`config.mk`:
```
export PLATFORM = sky130hd
export DESIGN_NAME = param_data_memory
export DESIGN_NICKNAME = d
export VERILOG_FILES = /design/src/rtl/param_data_memory_pkg.sv /design/src/rtl/dm_sram_array.sv /design/src/rtl/param_data_memory.sv
export SDC_FILE = /design/constraint.sdc
export NUM_CORES = 2
export LEC_CHECK = 0
export BUFFER_PORTS_ARGS = -buffer_cell sky130_fd_sc_hd__buf_2
export CAP_MARGIN = 0
export CORE_MARGIN = 1
export CORE_UTILIZATION = 50
export DETAILED_ROUTE_END_ITERATION = 12
export PLACE_DENSITY = 0.77
export RECOVER_POWER = 50
export SLEW_MARGIN = 20
export SYNTH_ARGS = -nofsm -noshare
export SYNTH_HDL_FRONTEND = slang
export SYNTH_SLANG_ARGS = --single-unit
export TNS_END_PERCENT = 5
```
`constraint.sdc`:
```
create_clock -name clock -period 10.5 [get_ports clock]
set_clock_uncertainty 0.1 [all_clocks]
set_input_delay 0.525 -clock clock [delete_from_list [all_inputs] [get_ports clock]]
set_output_delay 0.525 -clock clock [all_outputs]
set_load 0.03 [all_outputs]
```
`src/rtl/param_data_memory_pkg.sv`:
```
// Shared definitions for the parameterised data memory: controller states and default sizing.
// Latency: n/a (types and constants only).
// Backpressure: n/a.
package param_data_memory_pkg;

  localparam int DEF_DATA_W = 8;
  localparam int DEF_ADDR_W = 8;
  localparam int DEF_DEPTH  = 256;

  // CLEAR: zeroing sweep in progress, requests blocked. READY: serving requests.
  typedef enum logic {
    CLEAR = 1'b0,
    READY = 1'b1
  } state_t;

endpackage

```
`src/rtl/dm_sram_array.sv`:
```
// Storage array: one synchronous write port and one synchronous read port, no reset.
// Latency: write lands on the clock edge; read data registered one edge after re.
// Backpressure: none; the port is always available, rdata holds while re is low.
//
// Ports: clock; we/waddr/wdata write port; re/raddr read request; rdata registered read data.
module dm_sram_array #(
  parameter int DATA_W = 8,
  parameter int DEPTH  = 256,
  parameter int AW     = $clog2(DEPTH)
) (
  input  logic              clock,
  input  logic              we,
  input  logic [AW-1:0]     waddr,
  input  logic [DATA_W-1:0] wdata,
  input  logic              re,
  input  logic [AW-1:0]     raddr,
  output logic [DATA_W-1:0] rdata
);

  logic [DATA_W-1:0] mem [DEPTH];

  always_ff @(posedge clock) begin
    if (we) begin
      mem[waddr] <= wdata;
    end
    if (re) begin
      rdata <= mem[raddr];
    end
  end

endmodule

```
`src/rtl/param_data_memory.sv`:
```
// Single-port request/response data memory with a full-array zeroing sweep after reset or on demand.
// Latency: one cycle from request acceptance to the rsp_valid pulse; a sweep takes DEPTH cycles.
// Backpressure: req_ready is low for the whole sweep; responses cannot be stalled.
//
// Ports: clock, reset_n (async active-low); req_valid/req_ready/req_write/req_addr/req_wdata
// request channel; rsp_valid/rsp_rdata/rsp_err response; clear_start/clear_busy sweep control.
module param_data_memory
  import param_data_memory_pkg::*;
#(
  parameter int DATA_W = DEF_DATA_W,
  parameter int ADDR_W = DEF_ADDR_W,
  parameter int DEPTH  = DEF_DEPTH
) (
  input  logic              clock,
  input  logic              reset_n,
  input  logic              req_valid,
  output logic              req_ready,
  input  logic              req_write,
  input  logic [ADDR_W-1:0] req_addr,
  input  logic [DATA_W-1:0] req_wdata,
  output logic              rsp_valid,
  output logic [DATA_W-1:0] rsp_rdata,
  output logic              rsp_err,
  input  logic              clear_start,
  output logic              clear_busy
);

  localparam int CNT_W = $clog2(DEPTH);
  // One extra bit so DEPTH == 2**ADDR_W is representable in the range compare.
  localparam logic [ADDR_W:0]  DEPTH_EXT = (ADDR_W+1)'(DEPTH);
  localparam logic [CNT_W-1:0] LAST_IDX  = CNT_W'(DEPTH - 1);

  state_t            state, state_nxt;
  logic [CNT_W-1:0]  cnt, cnt_nxt;
  logic              accept;
  logic              in_range;
  logic              rd_sel;
  logic              mem_we;
  logic [CNT_W-1:0]  mem_waddr;
  logic [DATA_W-1:0] mem_wdata;
  logic              mem_re;
  logic [DATA_W-1:0] mem_rdata;

  assign req_ready  = (state == READY);
  assign clear_busy = (state == CLEAR);
  assign accept     = req_valid & req_ready;
  assign in_range   = ({1'b0, req_addr} < DEPTH_EXT);
  assign mem_re     = accept & ~req_write & in_range;

  always_ff @(posedge clock or negedge reset_n) begin
    if (!reset_n) begin
      state <= CLEAR;
      cnt   <= '0;
    end else begin
      state <= state_nxt;
      cnt   <= cnt_nxt;
    end
  end

  // The write port belongs to the sweep in CLEAR and to the request path in READY.
  always_comb begin
    state_nxt = state;
    cnt_nxt   = cnt;
    mem_we    = 1'b0;
    mem_waddr = cnt;
    mem_wdata = '0;
    case (state)
      CLEAR: begin
        mem_we = 1'b1;
        if (cnt == LAST_IDX) begin
          state_nxt = READY;
          cnt_nxt   = '0;
        end else begin
          cnt_nxt = cnt + CNT_W'(1);
        end
      end
      READY: begin
        mem_we    = accept & req_write & in_range;
        mem_waddr = req_addr[CNT_W-1:0];
        mem_wdata = req_wdata;
        if (clear_start) begin
          state_nxt = CLEAR;
          cnt_nxt   = '0;
        end
      end
      default: begin
        state_nxt = CLEAR;
        cnt_nxt   = '0;
      end
    endcase
  end

  // rd_sel records whether the last response carried array data; otherwise the response
  // data is forced to zero. Both the array read register and rd_sel only move on acceptance,
  // so rsp_rdata naturally holds between responses.
  always_ff @(posedge clock or negedge reset_n) begin
    if (!reset_n) begin
      rsp_valid <= 1'b0;
      rsp_err   <= 1'b0;
      rd_sel    <= 1'b0;
    end else begin
      rsp_valid <= accept;
      rsp_err   <= accept & ~in_range;
      if (accept) begin
        rd_sel <= ~req_write & in_range;
      end
    end
  end

  assign rsp_rdata = rd_sel ? mem_rdata : '0;

  dm_sram_array #(
    .DATA_W (DATA_W),
    .DEPTH  (DEPTH),
    .AW     (CNT_W)
  ) u_array (
    .clock  (clock),
    .we     (mem_we),
    .waddr  (mem_waddr),
    .wdata  (mem_wdata),
    .re     (mem_re),
    .raddr  (req_addr[CNT_W-1:0]),
    .rdata  (mem_rdata)
  );

endmodule

```
==> impl_results.html <==
<table>
<tr><th>Metric</th><th>Value</th></tr>
<tr><th colspan="2">Status</th></tr>
<tr><td>Violations in the final reports</td><td>capacitance limit, slew limit</td></tr>
<tr><td>Run status</td><td>complete, but fails checks</td></tr>
<tr><th colspan="2">Logic synthesis</th></tr>
<tr><td>Synthesized Nets</td><td>3,939</td></tr>
<tr><td>Mean area per synthesized cell</td><td>20.6 um2</td></tr>
<tr><td>Number of synthesized flops with an enable pin</td><td>between 2k and 2.5k</td></tr>
<tr><td>#FFs+latches synth</td><td>~2.1k</td></tr>
<tr><td>Mapped Cells</td><td>approximately 4k</td></tr>
<tr><td>Number of distinct library cells after synthesis</td><td>73</td></tr>
<tr><td>Dominant register cell in the synthesized netlist</td><td>edfxtp_1</td></tr>
<tr><td>Netlist area before placement</td><td>roughly 0.081 mm2</td></tr>
<tr><td>Ys Warns</td><td>0</td></tr>
<tr><td>Fraction of the yosys area taken by sequential cells</td><td>77.0%</td></tr>
<tr><td>Ys async rst share</td><td>0.532%</td></tr>
<tr><th colspan="2">Drt</th></tr>
<tr><td>Initial DRC count</td><td>6,129</td></tr>
<tr><td>Routed wire per std cell</td><td>31.1 um</td></tr>
<tr><td>First-pass DRT Iterations</td><td>8</td></tr>
<tr><td>Via total after detailed routing</td><td>about 41k</td></tr>
<tr><td>Antenna-violating nets left</td><td>0</td></tr>
<tr><td>Number of design rule violations left after detail routing</td><td>0</td></tr>
<tr><td>DRT Wirelength</td><td>195 mm</td></tr>
<tr><td>Vias per cell</td><td>between 6 and 7</td></tr>
<tr><th colspan="2">Cells and area</th></tr>
<tr><td>Count of fill cells added during filler insertion</td><td>11.3k</td></tr>
<tr><td>Fraction of layout cells with a size suffix above 1</td><td>19.7%</td></tr>
<tr><td>Highest-count cells in the layout ignoring fill and taps</td><td>edfxtp_1 (2,056), mux4_2 (417), nor2_1 (292)</td></tr>
<tr><td>Area Overhead vs Synth</td><td>10.0%</td></tr>
<tr><td>Most common cell after layout, fill and taps aside</td><td>edfxtp_1</td></tr>
<tr><td>Post-layout nets</td><td>3,989</td></tr>
<tr><th colspan="2">Worst setup path</th></tr>
<tr><td>Req. time, crit path</td><td>10.98 ns</td></tr>
<tr><td>Crit. End Element</td><td>flip-flop</td></tr>
<tr><td>Series of cell instances along the critical path</td><td>clkbuf_1, and2_0, clkbuf_1, buf_16</td></tr>
<tr><td>Critical-path cell with the highest stage delay</td><td>and2_0</td></tr>
<tr><td>CP most frequent cell</td><td>clkbuf_1</td></tr>
<tr><td>Reg2Reg Depth</td><td>4</td></tr>
<tr><td>Crit Path Class</td><td>flip-flop to flip-flop</td></tr>
<tr><td>Maximum fanout count along the critical path</td><td>between 70 and 80</td></tr>
<tr><td>Critical path startpoint category</td><td>flip-flop</td></tr>
<tr><td>Data arrival time of the critical path</td><td>~7.6 ns</td></tr>
<tr><td>Max stage delay on crit path</td><td>3.28 ns</td></tr>
<tr><th colspan="2">Place</th></tr>
<tr><td>DPL Wire Length</td><td>111 mm</td></tr>
<tr><td>Number of buffer cells added on primary ports</td><td>31</td></tr>
<tr><td>Final weighted congestion in routability-driven placement</td><td>0.848</td></tr>
<tr><td>Worst-case setup slack after placement</td><td>4.84 ns</td></tr>
<tr><th colspan="2">Clocking</th></tr>
<tr><td>H-tree levels</td><td>4</td></tr>
<tr><td>Largest buffer count on any clock path</td><td>3</td></tr>
<tr><td>Count of instances resized after the clock tree is built</td><td>0</td></tr>
<tr><td>Later-pin clock latency in the skew report</td><td>0.83 ns</td></tr>
<tr><td>Clock root cell</td><td>clkbuf_16</td></tr>
<tr><td>Clock tree from TritonCTS</td><td>built</td></tr>
<tr><td>Clock transition time at the flip-flop clock pins of the worst setup and hold paths</td><td>0.07 ns</td></tr>
<tr><td>CTS Buf Count</td><td>between 150 and 200</td></tr>
<tr><td>Buffer count from post-CTS setup fixing</td><td>0</td></tr>
<tr><td>Sinks on Clock Net</td><td>2,067</td></tr>
<tr><th colspan="2">STA</th></tr>
<tr><td>Final Max Slew Viols</td><td>776</td></tr>
<tr><td>RSZ-0062 raised after global routing</td><td>false</td></tr>
<tr><td>Final critical-path share of the clock period</td><td>between 60% and 70%</td></tr>
<tr><td>Setup violators final</td><td>0</td></tr>
<tr><td>Maximum frequency from static timing analysis</td><td>141 MHz</td></tr>
<tr><td>Time the worst path needs with I/O delays and setup</td><td>between 7 and 8 ns</td></tr>
<tr><td>Max transition margin</td><td>-197%</td></tr>
<tr><td>Transition time of the tightest slew-check pin</td><td>roughly 4.5 ns</td></tr>
<tr><td>Final critical-path setup slack</td><td>3.41 ns</td></tr>
<tr><td>Final sum of negative setup slack</td><td>0 ns</td></tr>
<tr><td>Final hold vios</td><td>0</td></tr>
<tr><th colspan="2">GRT</th></tr>
<tr><td>Total GRT Usage</td><td>a little under a quarter</td></tr>
<tr><td>Residual overflow from global routing</td><td>0</td></tr>
<tr><td>Maximum number of pins on one net before global-route repair</td><td>roughly 200</td></tr>
<tr><td>Number of antenna violations at the first check in global routing</td><td>6</td></tr>
<tr><td>Via count of the first global-routing pass</td><td>roughly 40k</td></tr>
<tr><td>First-pass GRT wire length</td><td>282 mm</td></tr>
<tr><th colspan="2">Worst hold path</th></tr>
<tr><td>Worst min path class</td><td>input pin to asynchronous set/reset pin</td></tr>
<tr><th colspan="2">Floorplanning</th></tr>
<tr><td>Number of rows in the core area</td><td>146</td></tr>
<tr><td>Ports</td><td>33</td></tr>
<tr><td>Die height</td><td>approximately 400 um</td></tr>
<tr><td>Area of the die</td><td>0.163 mm2</td></tr>
<tr><td>Horiz. Die Dim</td><td>403 um</td></tr>
<tr><td>Effective utilization at floorplan</td><td>between 50 and 60%</td></tr>
<tr><td>Area of the core</td><td>approximately 0.16 mm2</td></tr>
<tr><th colspan="2">Power</th></tr>
<tr><td>Reported leakage power</td><td>around 28 nW</td></tr>
<tr><td>Pwr Density</td><td>193 mW/mm2</td></tr>
<tr><td>Maximum VDD drop</td><td>142 uV</td></tr>
<tr><th colspan="2">Run</th></tr>
<tr><td>Max capacitance violation total</td><td>15</td></tr>
</table>
registers in the layout, indices dropped and copies added (netlist names):
name and flops:
rd_sel 1, cnt 8, u_array.mem 2048, u_array.rdata 8, rsp_valid 1, req_ready 1
report_power, final:
group	switching [W]	internal (W)
combinational	0.000893	0.000330
clock	0.00297	0.00369
sequential	0.0000499	0.00920
per-layer routing:
metal	track usage (%)	vias up	wire [um]
met2	37.8	2916	93500
met4	10.3	4	8860
met5	0	-	25
li1	-	16400	-
met3	5.50	497	22200
met1	32.1	21300	70400
cell type report:
class / count / area (um2) / share of cell area (%)
Antenna cell: 6 / 15.0 / 0.0169
Clock buffer: 229 / 4940 / 5.58
Clock inverter: 117 / 946 / 1.07
Inverter: 9 / 33.8 / 0.0381
Multi-Input combinational cell: 1602 / 17100 / 19.3
Sequential cell: 2067 / 62000 / 70.0
Tap cell: 2146 / 2690 / 3.03
Timing Repair Buffer: 102 / 857 / 0.967
cell families after synthesis:
logic type | count (synthesis) | synth area share (%)
buf+inv | 248 | 1.91
mux | 589 | 14.0
fa+ha+maj | 1 | 0.0155
xor+xnor | 3 | 0.0326
simple gates | 541 | 2.96
compound gates | 467 | 4.11
other cells | 1 | 0.00466
flops | 2067 | 77.0
Yosys cell counts (7+ instances only):
cell	count	area, um2
buf_2	64	320
nand3_1	29	145
a211oi_1	16	120
nor2_1	294	1100
inv_1	7	26.3
nor2b_1	14	87.6
o21ai_0	22	110
mux4_2	417	9390
nand3b_1	7	52.6
buf_6	28	315
nand2_1	88	330
mux2_2	22	248
clkbuf_1	86	323
nor3_1	45	225
o221ai_1	43	377
nor4_1	17	106
mux2i_1	144	1440
a22o_1	16	140
edfxtp_1	2056	61700
a221oi_1	15	131
nand2b_1	8	50.1
a31oi_1	10	62.6
a21oi_1	94	470
and2_1	21	131
o31ai_1	8	60.1
a22oi_1	153	1150
buf_4	47	353
o22ai_1	40	250
dfrtp_1	11	275
final timing paths:
path,slack (ns),startpoint,endpoint
worst max register to register,3.41,req_ready$_DFF_PN0_,u_array.mem[47][0]$_DFFE_PP_
worst max-delay path,3.41,req_ready$_DFF_PN0_,u_array.mem[47][0]$_DFFE_PP_
min in group clock,0.45,req_write,u_array.rdata[5]$_DFFE_PP_
worst min register to register,0.52,cnt[4]$_DFFE_PN0P_,cnt[4]$_DFFE_PN0P_
worst min-delay path,0.22,reset_n,cnt[5]$_DFFE_PN0P_
max in group asynchronous,9.54,reset_n,rsp_valid$_DFF_PN0_
critical path, delay by kind of cell (launching register included):
family                 cells  cell delay (ns)
buffers and inverters      3             2.99
flip-flops                 1             0.34
AND/OR/NAND/NOR            1             3.28
what timing repair did:
| item | CTS | global route |
|---|---|---|
| hold buffers | 3 | 0 |
| setup endpoints to repair | 0 | 0 |
| hold endpoints to repair | 19 | 0 |
per-stage QoR:
step / hold slack, ns / std cells / util [%] / cell area [um2] / total power [W]
floorplan: 0.129 / 3917 / - / 80500 / 0.0101
global placement: 0.357 / 5918 / 51.9 / 82600 / 0.0106
detailed placement: 0.361 / 5918 / 51.9 / 82600 / 0.0106
CTS: 0.0276 / 6267 / 55.6 / 88500 / 0.0171
global route: 0.278 / 6272 / 55.7 / 88600 / 0.0175
finish: 0.224 / 6278 / 55.7 / 88600 / 0.0171
(Power assumes the default switching activity.)
